`config.mk`:
```
export PLATFORM = sky130hd
export DESIGN_NAME = seq_muldiv_unit
export DESIGN_NICKNAME = d
export VERILOG_FILES = /design/src/rtl/muldiv_pkg.sv /design/src/rtl/muldiv_step.sv /design/src/rtl/seq_muldiv_unit.sv
export SDC_FILE = /design/constraint.sdc
export NUM_CORES = 1
export LEC_CHECK = 0
export ABC_AREA = 1
export CELL_PAD_IN_SITES_DETAIL_PLACEMENT = 0
export CELL_PAD_IN_SITES_GLOBAL_PLACEMENT = 1
export CORE_MARGIN = 3
export CORE_UTILIZATION = 39
export CTS_CLUSTER_DIAMETER = 100
export DETAILED_ROUTE_END_ITERATION = 10
export PLACE_DENSITY = 0.86
export SLEW_MARGIN = 20
export SYNTH_ARGS = -nofsm -noshare
export SYNTH_HDL_FRONTEND = slang
export SYNTH_SLANG_ARGS = --single-unit
```
`constraint.sdc`:
```
create_clock -name clk -period 5.9 [get_ports clk]
set_clock_uncertainty 0.1 [all_clocks]
set_input_delay 0.59 -clock clk [delete_from_list [all_inputs] [get_ports clk]]
set_output_delay 0.59 -clock clk [all_outputs]
set_load 0.01 [all_outputs]
```
`src/rtl/muldiv_pkg.sv`:
```
// muldiv_pkg: shared op/state encodings and sizing helper for the sequential mul/div unit
package muldiv_pkg;
    localparam logic OP_MUL = 1'b0;
    localparam logic OP_DIV = 1'b1;
    typedef enum logic [1:0] {IDLE, RUN, DONE} state_t;
    function automatic int cnt_width(input int w);
        return $clog2(w) + 1;
    endfunction
endpackage

```
`src/rtl/muldiv_step.sv`:
```
// muldiv_step: one combinational iteration, Booth add/sub/shift or restoring subtract/shift
module muldiv_step
    import muldiv_pkg::*;
#(
    parameter int WIDTH = 32
) (
    input  logic             op,
    input  logic [WIDTH-1:0] hi,
    input  logic [WIDTH-1:0] lo,
    input  logic             q1,
    input  logic [WIDTH-1:0] m,
    output logic [WIDTH-1:0] hi_n,
    output logic [WIDTH-1:0] lo_n,
    output logic             q1_n
);
    logic [WIDTH:0] hx, mx, booth, shl, diff;
    // One guard bit keeps the Booth accumulator exact for most-negative operands
    always_comb begin
        hx    = op == OP_DIV ? {1'b0, hi} : {hi[WIDTH-1], hi};
        mx    = op == OP_DIV ? {1'b0, m} : {m[WIDTH-1], m};
        booth = lo[0] == q1 ? hx : lo[0] ? hx - mx : hx + mx;
        shl   = {hi, lo[WIDTH-1]};
        diff  = shl - mx;
        hi_n  = op == OP_DIV ? (diff[WIDTH] ? shl[WIDTH-1:0] : diff[WIDTH-1:0]) : booth[WIDTH:1];
        lo_n  = op == OP_DIV ? {lo[WIDTH-2:0], ~diff[WIDTH]} : {booth[0], lo[WIDTH-1:1]};
        q1_n  = op == OP_DIV ? 1'b0 : lo[0];
    end
endmodule

```
`src/rtl/seq_muldiv_unit.sv`:
```
// seq_muldiv_unit: multi-cycle signed multiply/divide with start/busy/done handshake
module seq_muldiv_unit
    import muldiv_pkg::*;
#(
    parameter int WIDTH = 32
) (
    input  logic             clk,
    input  logic             clr,
    input  logic             start,
    input  logic             op,
    input  logic [WIDTH-1:0] a_in,
    input  logic [WIDTH-1:0] b_in,
    output logic             busy,
    output logic             done,
    output logic [WIDTH-1:0] z_hi,
    output logic [WIDTH-1:0] z_lo,
    output logic             div_by_zero
);
    localparam int CW = cnt_width(WIDTH);
    state_t state, state_n;
    logic op_r, q1, q1_n, accept, last;
    logic [WIDTH-1:0] a_r, b_r, hi, lo, hi_n, lo_n, m, quo, rem, fix_hi, fix_lo;
    logic [CW-1:0] cnt;

    assign busy = state == RUN;
    assign done = state == DONE;
    // Magnitudes are unsigned, so |most-negative| stays exact
    assign m = op_r == OP_DIV ? (b_r[WIDTH-1] ? -b_r : b_r) : a_r;

    always_comb begin
        state_n = state;
        accept  = 1'b0;
        last    = 1'b0;
        case (state)
            IDLE, DONE: begin
                accept  = start;
                state_n = start ? RUN : IDLE;
            end
            RUN: begin
                last    = cnt == CW'(WIDTH);
                state_n = last ? DONE : RUN;
            end
            default: state_n = IDLE;
        endcase
    end

    always_comb begin
        quo    = a_r[WIDTH-1] ^ b_r[WIDTH-1] ? -lo : lo;
        rem    = a_r[WIDTH-1] ? -hi : hi;
        fix_hi = op_r == OP_DIV ? (b_r == '0 ? a_r : rem) : hi;
        fix_lo = op_r == OP_DIV ? (b_r == '0 ? '1 : quo) : lo;
    end

    muldiv_step #(.WIDTH(WIDTH)) u_step (
        .op  (op_r),
        .hi  (hi),
        .lo  (lo),
        .q1  (q1),
        .m   (m),
        .hi_n(hi_n),
        .lo_n(lo_n),
        .q1_n(q1_n)
    );

    always_ff @(posedge clk or posedge clr) begin
        if (clr) begin
            state       <= IDLE;
            op_r        <= OP_MUL;
            a_r         <= '0;
            b_r         <= '0;
            hi          <= '0;
            lo          <= '0;
            q1          <= 1'b0;
            cnt         <= '0;
            z_hi        <= '0;
            z_lo        <= '0;
            div_by_zero <= 1'b0;
        end else begin
            state <= state_n;
            if (accept) begin
                op_r <= op;
                a_r  <= a_in;
                b_r  <= b_in;
                hi   <= '0;
                lo   <= op == OP_DIV ? (a_in[WIDTH-1] ? -a_in : a_in) : b_in;
                q1   <= 1'b0;
                cnt  <= '0;
            end else if (last) begin
                z_hi        <= fix_hi;
                z_lo        <= fix_lo;
                div_by_zero <= op_r == OP_DIV && b_r == '0;
            end else if (busy) begin
                hi  <= hi_n;
                lo  <= lo_n;
                q1  <= q1_n;
                cnt <= cnt + 1'b1;
            end
        end
    end
endmodule

```
==> flow_summary.toml <==
[run_status]
outcome = "finished, final reports clean"

[routing]
remaining_drc_errors = 0
wl_per_cell_um = 20.6
ant_nets = 0
wirelength_mm = 67.1
vias = 18400
first_iter_violations = 1549
firstDrtPassIters = 6
viasPerCell = 5.65

[setup_path]
crit_top_cell = "nand2_1"
critPathLaunch = "b_r[31]$_DFFE_PP0P_"
required_ns = 6.22
crit_slowest_cell = "dfrtp_1"
path_delay_family = "simple AND/OR/NAND/NOR gates"
start_kind = "register"
rrSetupSlack_ns = 0.97
path_buf_inv = 3
max_stage_delay_ns = 0.61
crit_path_max_fanout = 46
worstPathArrival_ns = 5.26
r2r-start = "b_r[31]$_DFFE_PP0P_"
cp-end-kind = "register"
path_class = "register to register"

[final_layout]
final_util = 0.457
antenna_cells = 0
syn2layout_area_growth_pct = 14.8
final_nets = 2804
drive_above_1_share = 0.0564

[die]
rows = 76
coreArea_um2 = 43500
chipHeight_um = 217
die_area_um2 = 46900
pin_count = 135
start_util = 0.398
die_w_um = 217

[worst_hold_path]
hold_class = "register to register"
hp-start = "z_hi[8]$_DFFE_PP0P_"

[sta]
layout_min_cycle_time_ns = 4.93
setup_viol = 0
report.final.slew_viol_count = 0
period_share = 0.836
hold_ws_ns = 0.381
setup_tns_ns = 0
hold_viol_final = 0
fmax_ghz = 0.203
rsz0062_at_grt = "false"
maxSlewHeadroom = 0.223
worst_pin_slew_ns = 1.16

[clocking]
clock_latency_ns = 0.56
clkTransAtPathRegs_ns = 0.06
cts_root_buf = "clkbuf_16"
clk_path_buf_depth = 3
numCtsBuffers = 25
hold_buffers = 0
cts_num_sinks = 203
cts_setup_buffers = 0
cts_tree = "done"
htree_levels = 1
post_cts_resized = 0

[logic_synthesis]
post-synth-top-area-fraction = 0.294
synth_cell_types = 57
synthCells = 2596
synth_area_leaders = "dfrtp_1 29%, nand2_1 13%, o21ai_0 7.5%"
async_flop_share = 1.00
ys_warn_count = 0
synth-edff-count = 0
synthesis.area_um2 = 17300
synth_nets = 2735
syn-mean-instance-area_um2 = 6.67
ys.flop_type = "dfrtp_1"
synth_top_area_cell = "dfrtp_1"
seq_area_frac_synth = 0.294
ys_seq_elements = 203

[place]
place_congestion = 0.954
dp_hpwl_mm = 51.7
io_buffers = 134

[global_route]
grt_util_all_layers = 0.282
grt_pass1_vias = 17600
grt_antenna_before_repair = 0
grt_max_degree = 145
grt_pass1_wl_mm = 104
grt-ovfl-total = 0

[run]
cap_violations = 0
[per-stage QoR]
step	setup slack (ns)	area, µm²	instances
2_1_floorplan	1.92	17300	2596
3_3_place_gp	0.960	19100	3223
3_5_place_dp	0.939	19100	3223
4_1_cts	0.911	19900	3263
5_1_grt	0.393	19900	3263
6_report	0.965	19900	3263
[layer usage]
| layer | vias to the layer above | track usage | wire, µm |
|---|---|---|---|
| li1 | 8888 | - | - |
| met1 | 8774 | 0.396 | 30000 |
| met2 | 682 | 0.455 | 30800 |
| met3 | 97 | 0.0349 | 4290 |
| met4 | 0 | 0.0825 | 2050 |
| met5 | - | 0 | 0 |
[registers in the layout (all words and copies together) (netlist names), 2 cells and up]
register / flops
hi: 32
a_r: 32
state: 2
cnt: 6
b_r: 32
z_lo: 32
z_hi: 32
lo: 32
[worst paths after layout]
kind / to / depth (start not counted)
worst max-delay path: hi[29]$_DFFE_PP0P_ / 25
worst min-delay path: z_hi[8]$_DFFE_PP0P_ / 2
worst max register to register: hi[29]$_DFFE_PP0P_ / 25
worst min register to register: z_hi[8]$_DFFE_PP0P_ / 2
max in group asynchronous: op_r$_DFFE_PP0P_ / 3
min in group asynchronous: state[0]$_DFF_PP0_ / 2
[worst min-delay path: stages, from the launching register on]
cell	delay, ns
dfrtp_1	0.34
nand2_1	0.06
nand2_1	0.05
[synth_stat cells (3+ instances only)]
cell type,n
nor2_2,10
xnor2_1,21
ha_1,69
a21o_1,8
o211ai_2,3
nor2_4,3
o21ai_1,14
o21ai_2,3
nor3_1,38
o21bai_1,3
nand3b_1,9
nand4_1,37
buf_4,4
a22oi_1,3
o221ai_1,27
a22o_1,4
buf_1,5
nor3_2,8
nor2_1,233
xor2_1,92
buf_2,19
clkbuf_1,86
nand3_2,5
nor4_1,9
o21a_1,5
nand3_1,183
nand2_2,9
buf_6,4
clkinv_1,3
o22ai_1,14
nand2_1,593
a21oi_1,220
a31oi_1,28
o31ai_1,11
dfrtp_1,203
o21ai_0,258
inv_1,254
or2_2,32
o211ai_1,40
[cell usage in the layout, fill, tap and decap left out, drive strengths merged, types with 14 or more instances in the layout]
cell type,n
or2,33
nand2,604
nor2,246
buf,28
o211ai,43
nand4,37
clkbuf,34
o22ai,14
o21ai,275
inv,256
a31oi,28
a21oi,220
clkdlybuf4s50,134
xnor2,21
nand3,188
dfrtp,203
nor3,47
xor2,92
o221ai,27
ha,69
[final cells by class]
cell class                      count  area (µm²)
Timing Repair Buffer              162        1580
Multi-Input combinational cell   2014       10700
Clock buffer                       34         709
Inverter                          259         978
Clock inverter                      6        61.3
Fill cell                        4590       23600
Tap cell                          585         732
Sequential cell                   203        5080
[logic make-up (layout without fill, tap and decap cells)]
group           count (synthesis)  in the layout  synth area share
compound gates                651            651             0.212
xor+xnor                      113            113            0.0572
fa+ha+maj                      71             71            0.0522
buf+inv                       379            461            0.0875
flops                         203            203             0.294
simple gates                 1179           1179             0.297
Power is left out: the tool's default activity adds up to more than one toggle a clock period on the data nets, which glitch-free logic cannot reach.
